$ cat src/rtl/pll_drp_ctrl.sv
// Sequencer for the PLLA dynamic reconfiguration port: single-register read/write
// with optional PLL reset pulse and lock-stability wait before the response.
//
// state  | meaning
// IDLE   | ready for a request
// ADDR   | address load opcode on the port
// WDATA  | write opcode with data
// RD     | read opcode
// RWAIT  | waiting RD_LAT cycles for mdrdo
// RST    | pll_reset held high for RST_CYCLES
// LOCKW  | waiting for LOCK_STABLE consecutive lock cycles or timeout
// RESP   | one-cycle response pulse
module pll_drp_ctrl #(
    parameter int RD_LAT       = 2,
    parameter int RST_CYCLES   = 16,
    parameter int LOCK_STABLE  = 4,
    parameter int LOCK_TIMEOUT = 65535
) (
    input  logic       clk,
    input  logic       reset,
    input  logic       req_valid,
    output logic       req_ready,
    input  logic       req_write,
    input  logic [7:0] req_addr,
    input  logic [7:0] req_wdata,
    input  logic       req_relock,
    output logic       rsp_valid,
    output logic [7:0] rsp_rdata,
    output logic       rsp_err,
    output logic       busy,
    output logic [1:0] mdopc,
    output logic       mdainc,
    output logic [7:0] mdwdi,
    input  logic [7:0] mdrdo,
    output logic       pll_reset,
    input  logic       pll_lock
);

    localparam logic [15:0] RD_LOAD   = 16'(RD_LAT - 1);
    localparam logic [15:0] RST_LOAD  = 16'(RST_CYCLES - 1);
    localparam logic [15:0] STABLE_TC = 16'(LOCK_STABLE);
    localparam logic [15:0] TMO_TC    = 16'(LOCK_TIMEOUT);

    typedef enum logic [2:0] {
        S_IDLE,
        S_ADDR,
        S_WDATA,
        S_RD,
        S_RWAIT,
        S_RST,
        S_LOCKW,
        S_RESP
    } state_t;

    state_t      state_q, state_d;
    logic        ready_q, ready_d;
    logic        write_q, write_d;
    logic        relock_q, relock_d;
    logic [7:0]  addr_q, addr_d;
    logic [7:0]  wdata_q, wdata_d;
    logic [7:0]  rdata_q, rdata_d;
    logic        err_q, err_d;
    logic [15:0] cnt_q, cnt_d;
    logic [15:0] stable_q, stable_d;
    logic [15:0] tmo_q, tmo_d;
    logic        lock_meta_q, lock_s_q;

    always_ff @(posedge clk or posedge reset) begin
        if (reset) begin
            state_q     <= S_IDLE;
            ready_q     <= 1'b0;
            write_q     <= 1'b0;
            relock_q    <= 1'b0;
            addr_q      <= 8'h00;
            wdata_q     <= 8'h00;
            rdata_q     <= 8'h00;
            err_q       <= 1'b0;
            cnt_q       <= 16'h0000;
            stable_q    <= 16'h0000;
            tmo_q       <= 16'h0000;
            lock_meta_q <= 1'b0;
            lock_s_q    <= 1'b0;
        end else begin
            state_q     <= state_d;
            ready_q     <= ready_d;
            write_q     <= write_d;
            relock_q    <= relock_d;
            addr_q      <= addr_d;
            wdata_q     <= wdata_d;
            rdata_q     <= rdata_d;
            err_q       <= err_d;
            cnt_q       <= cnt_d;
            stable_q    <= stable_d;
            tmo_q       <= tmo_d;
            lock_meta_q <= pll_lock;
            lock_s_q    <= lock_meta_q;
        end
    end

    always_comb begin
        state_d  = state_q;
        write_d  = write_q;
        relock_d = relock_q;
        addr_d   = addr_q;
        wdata_d  = wdata_q;
        rdata_d  = rdata_q;
        err_d    = err_q;
        cnt_d    = cnt_q;
        stable_d = stable_q;
        tmo_d    = tmo_q;

        case (state_q)
            S_IDLE: begin
                if (req_valid && ready_q) begin
                    write_d  = req_write;
                    relock_d = req_relock;
                    addr_d   = req_addr;
                    wdata_d  = req_wdata;
                    err_d    = 1'b0;
                    state_d  = S_ADDR;
                end
            end
            S_ADDR: begin
                state_d = write_q ? S_WDATA : S_RD;
            end
            S_WDATA: begin
                rdata_d = 8'h00;
                if (relock_q) begin
                    cnt_d    = RST_LOAD;
                    stable_d = 16'h0000;
                    tmo_d    = 16'h0000;
                    state_d  = S_RST;
                end else begin
                    state_d  = S_RESP;
                end
            end
            S_RD: begin
                cnt_d   = RD_LOAD;
                state_d = S_RWAIT;
            end
            S_RWAIT: begin
                if (cnt_q == 16'h0000) begin
                    rdata_d = mdrdo;
                    state_d = S_RESP;
                end else begin
                    cnt_d = cnt_q - 16'h0001;
                end
            end
            S_RST: begin
                if (cnt_q == 16'h0000) begin
                    state_d = S_LOCKW;
                end else begin
                    cnt_d = cnt_q - 16'h0001;
                end
            end
            S_LOCKW: begin
                stable_d = lock_s_q ? (stable_q + 16'h0001) : 16'h0000;
                tmo_d    = tmo_q + 16'h0001;
                // a stable lock reached on the same cycle as the timeout still counts as success
                if (stable_d == STABLE_TC) begin
                    err_d   = 1'b0;
                    state_d = S_RESP;
                end else if (tmo_d == TMO_TC) begin
                    err_d   = 1'b1;
                    state_d = S_RESP;
                end
            end
            S_RESP: begin
                state_d = S_IDLE;
            end
            default: begin
                state_d = S_IDLE;
            end
        endcase

        ready_d = (state_d == S_IDLE);
    end

    always_comb begin
        mdopc = 2'b00;
        mdwdi = 8'h00;
        case (state_q)
            S_ADDR: begin
                mdopc = 2'b11;
                mdwdi = addr_q;
            end
            S_WDATA: begin
                mdopc = 2'b01;
                mdwdi = wdata_q;
            end
            S_RD: begin
                mdopc = 2'b10;
            end
            default: begin
                mdopc = 2'b00;
            end
        endcase
    end

    // outputs decode straight from state so an async reset clears them immediately
    assign req_ready = ready_q;
    assign busy      = (state_q != S_IDLE);
    assign rsp_valid = (state_q == S_RESP);
    assign rsp_err   = (state_q == S_RESP) && err_q;
    assign rsp_rdata = rdata_q;
    assign pll_reset = (state_q == S_RST);
    assign mdainc    = 1'b0;

endmodule

$ cat config.mk
export PLATFORM = sky130hd
export DESIGN_NAME = pll_drp_ctrl
export DESIGN_NICKNAME = d
export VERILOG_FILES = /design/src/rtl/pll_drp_ctrl.sv
export SDC_FILE = /design/constraint.sdc
export NUM_CORES = 1
export LEC_CHECK = 0
export CAP_MARGIN = 20
export CORE_MARGIN = 3
export CORE_UTILIZATION = 30
export CTS_CLUSTER_SIZE = 12
export DETAILED_ROUTE_END_ITERATION = 8
export PLACE_DENSITY = 0.57
export SLEW_MARGIN = 25
export SYNTH_ARGS = -nofsm -noshare
export SYNTH_HDL_FRONTEND = slang
export SYNTH_SLANG_ARGS = --single-unit
$ cat constraint.sdc
create_clock -name clk -period 3.5 [get_ports clk]
set_input_delay 0.7 -clock clk [delete_from_list [all_inputs] [get_ports clk]]
set_output_delay 0.7 -clock clk [all_outputs]
set_load 0.005 [all_outputs]
* Word-level counts from Yosys, hierarchy flattened *
Index checks and enable logic that the tools add are counted.

word-level totals
  register bits = 81
  input bits = 30
  output and inout port bits = 24

operators by class
  add/subtract/negate cells = 3
  equality and inequality tests = 14
  muxes and demuxes = 23
  reductions and logical operators = 16

operators with widths
  operator                 number
  $mux W16                 4
  $pmux W16 S2             2
  $pmux W16 S3             1
  $add A16 B1 Y16 const B  2
  $pmux W8 S2              2
  $pmux W3 S8              1
  $eq A16 B16 Y1 const B   1
  $eq A16 B3 Y1 const B    1
  $logic_not A16 Y1        1
  $sub A16 B1 Y16 const B  1
  $mux W3                  5
  $eq A3 B3 Y1 const B     4
  $mux W8                  1
  $ne A2 B2 Y1 const B     4
  $eq A3 B2 Y1 const B     2
  $logic_not A3 Y1         2
  $pmux W2 S3              1
  $reduce_and A2 Y1        3
  $reduce_and A3 Y1        2
  $reduce_bool A2 Y1       3
  $reduce_bool A3 Y1       2
  $mux W1                  4
  $eq A3 B1 Y1 const B     1
  $ne A3 B3 Y1 const B     1
  4 further kinds          5

* Depth between registers and ports, before layout *
Gate-level depths: netlist of the first run.

  depth after elaboration = 6
  gate-level depth with buffers = 9
  depth with buffers taken out = 8

* Worst setup path before layout of the first run *
OpenSTA, ideal clock, no wires.

  kind = register to register
  start = register cnt_q[8]
  end = register cnt_q[3]
  setup time = 0.120 ns
  arrival = 2.439 ns
  required time = 3.380 ns
  setup slack = 0.941 ns
  cell stages (with the launch flop) = 8
  path buffers = 1
  period minus slack after synthesis = 2.559 ns
  path through = dfrtp_1 or4_4 or4_4 or4_4 buf_6 nand3_1 nor2_1 o211a_1

on the way
  cells in the longest elaborated chain, start to end = 3

ends and longest elaborated chain
  what                         RTL line  RTL
  from (decl)                  63        logic [15:0] cnt_q, cnt_d;
  from (signal assigned)       92        cnt_q <= cnt_d;
  $logic_not A16 Y1            142, 150
  $ne A2 B2 Y1 (no line)       n/a
  $reduce_and A3 Y1 (no line)  n/a

No other way between the ends.
A chain may end at the register's enable or synchronous reset.

* Worst setup path after layout of the first run *
  start = register state_q[0]
  end = output mdopc[0]

on the way
  cells in the longest elaborated chain, start to end = 2
  elaborated cells between the ends (all ways) = 4

ends and longest elaborated chain
  what                                                 RTL line  RTL
  from (decl)                                          55        state_t state_q, state_d;
  from (signal assigned)                               84        state_q <= state_d;
  $eq A3 B2 Y1 / $eq A3 B1 Y1 (equally long branches)  182       case (state_q)
  $pmux W2 S3 (*)                                      182
  to (decl)                                            31        output logic [1:0] mdopc,

Mark *: on every way between the ends. The rest lies on a longest branch, timed or not.

==> summary.txt, run 1 <==
Min path
  • Hold crit path type: register to register
  • Hold Path End: lock_s_q$_DFF_PP0_
  • Hold path depth: 0
  • Hold path startpoint: lock_meta_q$_DFF_PP0_

Critical path
  • Element type at the critical path end: output pin
  • Worst EP arrival: between 2 and 2.5 ns
  • WP buf/inv: 3
  • FF-to-FF path depth: 6
  • RR Startpoint: cnt_q[8]$_DFFE_PP0P_
  • Worst path slowest cell: dfrtp_1
  • Crit Path Category: register to output pin
  • Critical Path Max Stage Delay: around 0.55 ns
  • CP max FO: 10
  • Critical path startpoint category: register
  • Crit path required time: between 2 and 3 ns
  • R2r setup slk: between 0.7 and 0.8 ns
  • Worst path top cell family by delay: buffers and inverters
  • R2r endpoint: cnt_q[3]$_DFFE_PP0P_
  • Critical Path, Cell by Cell: nor2b_1, buf_4, inv_1, a21oi_1, clkdlybuf4s50_1

Logic synthesis
  • Cell taking the most area after synthesis: dfrtp_1
  • Sequential-to-total area share from yosys stat: 0.462
  • Main area contributors after synthesis: dfrtp_1, o21ai_0, mux2_2, nand2_1, nor2_1
  • Share of async-settable or async-resettable flops after synthesis: 1.00
  • Yosys cell types: 60
  • Syn Nets: approximately 520
  • Ys Warns: 0
  • Avg Cell Area, Syn: 9.13 um2
  • Synth top area share: 0.462
  • Post-synth EDFFs: 0
  • Ys flop type: dfrtp_1
  • FF+latch count, synth: just over 80
  • Gate Count Post-Synth: 480
  • Netlist Area Pre-Place: 4380 um2

Clock tree
  • Clk_lat worst skew: 0.34 ns
  • Clk buf depth: 2
  • Clock sink count: roughly 80
  • Total setup buffers inserted after CTS: 0
  • Post-CTS sizing: 0
  • CTS Hold Bufs: 0
  • H-Tree Depth: 3
  • CTS tree: yes
  • CTS Buf Count: 9
  • Root Buffer: clkbuf_16
  • Clock Pin Slew Worst Setup and Hold Paths: 0.06 ns

Outcome
  • Run status: finished, final reports clean

Global routing
  • Initial antenna violation count: 0
  • Global-route wire length before repair: roughly 18000 um
  • Vias in the first global route: approximately 3700
  • GRT Total Usage: 0.135
  • GRT overflow: 0
  • Largest net degree at the start of global routing: 35

Die
  • Initial Util: 0.311
  • Die Y: 127 um
  • Row count: 43
  • Ports: between 50 and 60
  • DIE AREA: 16100 um2
  • Die width: ~130 um
  • Core region area: 14100 um2

STA
  • Final Cycle Share: 0.775
  • Max Clock Freq: approximately 370 MHz
  • Final setup fails: 0
  • Total negative setup slack: 0 ns
  • RSZ-0062 raised after global routing: no
  • Slew Limit Fails: 0
  • Minimum clock period: around 2.7 ns
  • Slew headroom: 0.548
  • Final Hold Vio Count: 0
  • Worst-margin pin slew: 0.676 ns
  • Clock skew: between 0.005 and 0.006 ns

Drt
  • Drt wl/cell: 14.7 um
  • DR iter-0 viols: roughly 170
  • Final antenna-violating net count: 0
  • Vias/cell: about 5.2
  • # DRC: 0
  • Drt pass-1 iters: 5
  • Routed via count: ~3700
  • Post-Route WL: approximately 10000 um

Power
  • Leak: between 2 and 2.5 nW
  • Pwr Density: approximately 640 nW/um2
  • Worst VDD drop: roughly 0.27 mV

Finish
  • Nets: 560
  • Diodes inserted: 0
  • Syn-to-layout area delta: 22.7%
  • # fillers: ~1400
  • Share of layout cells above drive strength 1: 0.119
  • Fin util: 0.382

Job
  • Max-capacitance violation count: 0

Placed design
  • GPL Wtd Cong: a little over 0.8
  • Detailed Place HPWL: slightly above 7000 um
  • I/O Buffers: 52
## state kept, by name (all words and copies together) (netlist names), 3 cells and up
signal / cells
state_q: 3
wdata_q: 8
rsp_rdata: 8
cnt_q: 16
stable_q: 16
addr_q: 8
tmo_q: 16
## kinds of logic (layout without fill, tap and decap cells)
group,Yosys count,in the layout,synth area share
other,1,1,0.000855
multiplexers,23,23,0.0585
XOR/XNOR,11,11,0.0220
AO/OA/AOI/OAI,124,124,0.172
flip-flops,81,81,0.462
adder cells (fa/ha/maj),5,5,0.0143
AND/OR/NAND/NOR,184,184,0.220
buffers and inverters,51,101,0.0499
## area by class of cell
cell class / instances / area (um2) / area share
inverters: 22 / 83.8 / 0.0156
multi-input cells: 348 / 2150 / 0.400
well taps: 180 / 225 / 0.0419
repair buffers: 63 / 603 / 0.112
flip-flops and latches: 81 / 2030 / 0.377
clock inverters: 3 / 40.0 / 0.00744
clock buffers: 13 / 250 / 0.0465
## synthesized netlist by cell type (all sizes together), types with 4 or more instances
cell type	n
nand3	27
xor2	4
o31ai	11
nand2	38
clkbuf	24
or4	7
or3	13
and2	5
buf	5
dfrtp	81
ha	5
mux2	21
xnor2	7
nor3	9
nor2b	6
a22oi	8
a21oi	25
a31oi	6
nor2	39
inv	22
nand4	13
o21ai	54
nor4	8
## per-layer routing
metal	vias up	share of wire	track usage
li1	1820	-	-
met1	1800	0.47	0.183
met2	86	0.47	0.211
met3	17	0.048	0.0392
met4	0	0.017	0.0416
met5	-	0	0
## where the power goes
| group | internal, mW | leakage, nW | switching, mW | total (mW) |
|---|---|---|---|---|
| registers | 1.21 | 1.06 | 0.230 | 1.44 |
| logic | 0.524 | 0.928 | 0.557 | 1.08 |
| clock network | 0.571 | 0.144 | 0.368 | 0.938 |
| total | 2.30 | 2.13 | 1.15 | 3.45 |
## cell usage in the layout, fill, tap and decap left out, types with 11 or more instances in the layout
master and n:
a21oi_1 24, buf_4 11, clkdlybuf4s50_1 52, dfrtp_1 81, inv_1 21, mux2_2 21
nand2_1 38, nand3_1 27, nand4_1 13, nor2_1 38, o21ai_0 53, o31ai_1 11
## per-stage QoR
step                instance area, um2  std cells  total power, mW  worst slack (ns)  hold WS, ns
finish                            5380        710             3.45             0.789        0.348
floorplan                         4380        480             2.14             0.720        0.331
global route                      5380        710             3.72             0.669        0.354
CTS                               5370        710             3.49             0.774        0.351
global placement                  5080        694             2.49             0.873        0.337
detailed placement                5080        694             2.53             0.815        0.337
## how the worst max path moves through the flow
stage	startpoint	endpoint	slack [ns]	depth (start not counted)
2_1_floorplan	reset	addr_q[0]$_DFFE_PP0P_	0.72	1
3_3_place_gp	cnt_q[8]$_DFFE_PP0P_	cnt_q[3]$_DFFE_PP0P_	0.87	6
3_5_place_dp	cnt_q[8]$_DFFE_PP0P_	cnt_q[3]$_DFFE_PP0P_	0.82	6
4_1_cts	state_q[0]$_DFF_PP0_	mdopc[0]	0.77	5
5_1_grt	stable_q[0]$_DFFE_PP0P_	err_q$_DFFE_PP0P_	0.67	7
6_report	state_q[0]$_DFF_PP0_	mdopc[0]	0.79	5
Note: power is estimated with default switching activity, not from simulation.
==> inputs of run 2 (changes only) <==
- PLACE_DENSITY: 0.57 -> 0.59
- clock period: 3.5 -> 2.4 ns (I/O delays scaled with it)
==> summary.txt, run 2 (synthesis gave the netlist of run 1 again) <==
STA
  • RSZ-0062 raised after global routing: yes
  • Max Clock Freq: approximately 390 MHz
  • Final WS setup: -0.189 ns
  • Final setup fails: 23
  • Minimum clock period: about 2.6 ns
  • Final Cycle Share: 1.08
  • Worst-margin pin slew: ~0.62 ns
  • Slew headroom: 0.586
  • Final Hold Vio Count: 0
  • Clock skew: between 0.004 and 0.005 ns
  • Slew Limit Fails: 0

Power
  • Net switching power: around 1.8 mW
  • Switching Share: 0.346
  • Seq pwr share: 0.390
  • Pwr Density: approximately 910 nW/um2
  • Clk network pwr share: 0.246
  • Leak: between 2 and 2.5 nW
  • Worst VDD drop: 0.436 mV
  • Combinational share of power: 0.364
  • Power Internal: roughly 3.5 mW

Critical path
  • Critical path startpoint category: register
  • Most numerous cell on the critical path: or4_4
  • Crit Path Category: register to register
  • FF-to-FF path depth: 6
  • Worst EP arrival: roughly 2.8 ns
  • Element type at the critical path end: register
  • Worst path slowest cell: or4_4
  • Crit path required time: around 2.6 ns
  • Critical Path, Cell by Cell: or4_4, or4_4, or4_4, nand4_1, or3_4, a21oi_1
  • CP max FO: 8
  • Critical Path Max Stage Delay: between 0.5 and 0.6 ns

Finish
  • Syn-to-layout area delta: 32.0%
  • Leading registers by flop count: cnt_q: 16 flops, stable_q: 16 flops, tmo_q: 16 flops
  • Most frequent cells in the layout: dfrtp_1, clkdlybuf4s50_1, o21ai_0
  • Final non-filler cell total: 741
  • Share of layout cells above drive strength 1: 0.210
  • Fin util: 0.411
  • Commonest non-fill, non-tap cell in the layout: dfrtp_1
  • Diodes inserted: 0
  • Nets: slightly below 600

Placed design
  • Detailed Place HPWL: 7540 um
  • I/O Buffers: 52
  • Placed cell count: a little over 700
  • GPL Wtd Cong: roughly 0.84
  • Setup WS pre-CTS: -0.134 ns

Drt
  • Final antenna-violating net count: 0
  • Routed via count: between 3000 and 4000
  • Drt pass-1 iters: 4
  • # DRC: 0
  • Vias/cell: 5.26
  • DR iter-0 viols: between 200 and 250
  • Post-Route WL: around 11000 um
  • Drt wl/cell: roughly 15 um

Clock tree
  • CTS Hold Bufs: 0
  • CTS tree: yes
  • CTS Buf Count: 9
  • Clk buf depth: 2
  • Clk_lat worst skew: roughly 0.34 ns
  • Clock sink count: approximately 80
  • Clock Pin Slew Worst Setup and Hold Paths: 0.06 ns
  • Root Buffer: clkbuf_16
  • H-Tree Depth: 3

Die
  • Ports: 54
  • DIE AREA: ~16000 um2
  • Initial Util: 0.311
  • Die width: ~130 um
  • Die Y: about 130 um
  • Core region area: between 10000 and 15000 um2
  • Row count: 43

Outcome
  • Run status: complete, but fails checks
  • Failing checks: negative setup slack

Global routing
  • Global-route wire length before repair: between 15000 and 20000 um
  • Vias in the first global route: roughly 3800
  • GRT Total Usage: 0.138
  • Initial antenna violation count: 0
  • GRT overflow: 0
  • Largest net degree at the start of global routing: 27

Job
  • Max-capacitance violation count: 0

Min path
  • Hold path depth: 0
  • Hold crit path type: register to register
run 2: cell types whose count changed in the layout (fill, tap and decap cells not counted), sizes merged:
| cell | change |
|---|---|
| buf | +30 |
| clkinvlp | +3 |
| clkbuf | -2 |
| inv | +2 |
| bufinv | -1 |
| clkinv | -1 |
run 2: worst paths after layout:
kind,startpoint,endpoint,slack [ns]
worst min register to register,lock_meta_q$_DFF_PP0_,lock_s_q$_DFF_PP0_,0.35
min in group asynchronous,reset,stable_q[9]$_DFFE_PP0P_,0.57
worst max register to register,cnt_q[11]$_DFFE_PP0P_,cnt_q[15]$_DFFE_PP0P_,-0.19
max in group asynchronous,reset,tmo_q[15]$_DFFE_PP0P_,1.33
worst min-delay path,lock_meta_q$_DFF_PP0_,lock_s_q$_DFF_PP0_,0.35
worst max-delay path,cnt_q[11]$_DFFE_PP0P_,cnt_q[15]$_DFFE_PP0P_,-0.19
run 2: final cells by class:
type	instances	area [um2]
fill	1380	8310
clock buffer	10	229
inverter	22	86.3
multi-input combinational	348	2250
clock inverter	6	50.0
tap	180	225
sequential	81	2030
timing repair buffer	94	915
run 2: critical path, delay by kind of cell (launching register included):
| kind | cells | cell delay, ns |
|---|---|---|
| and+or+nand+nor | 5 | 2.02 |
| AOI/OAI and AO/OA | 1 | 0.06 |
| DFF | 1 | 0.38 |
run 2: power by group through the flow:
stage | Sequential [mW] | Combinational [mW] | Clock [mW]
floorplan | 2.01 | 1.13 | 0
global placement | 2.06 | 1.75 | 0
detailed placement | 2.07 | 1.79 | 0
CTS | 2.05 | 1.85 | 1.34
global route | 2.12 | 2.15 | 1.40
finish | 2.06 | 1.92 | 1.30
run 2: timing repair:
action                                 CTS  global route
gates resized for setup                  9            28
setup endpoints to repair               25            38
endpoints found under the hold margin    0             0
buffers inserted                         2             2
gates cloned                             0             1
pin swaps                                4            12
run 2: stage by stage:
step | power, mW | area (um2) | hold WS [ns] | setup TNS [ns]
after global placement | 3.80 | 5350 | 0.337 | -1.47
final | 5.28 | 5790 | 0.349 | -2.59
after global routing | 5.67 | 5790 | 0.355 | -4.75
after CTS | 5.24 | 5680 | 0.353 | -1.88
after detailed placement | 3.87 | 5350 | 0.337 | -2.09
after floorplan | 3.13 | 4410 | 0.331 | -1.34
run 2: routing by layer:
layer  global-route usage  share of wire  vias up
met1                0.182           0.45     1899
met5                    0              0        -
met2                0.225           0.49      100
met4               0.0429          0.014        0
li1                     -              -     1885
met3               0.0324          0.047       13
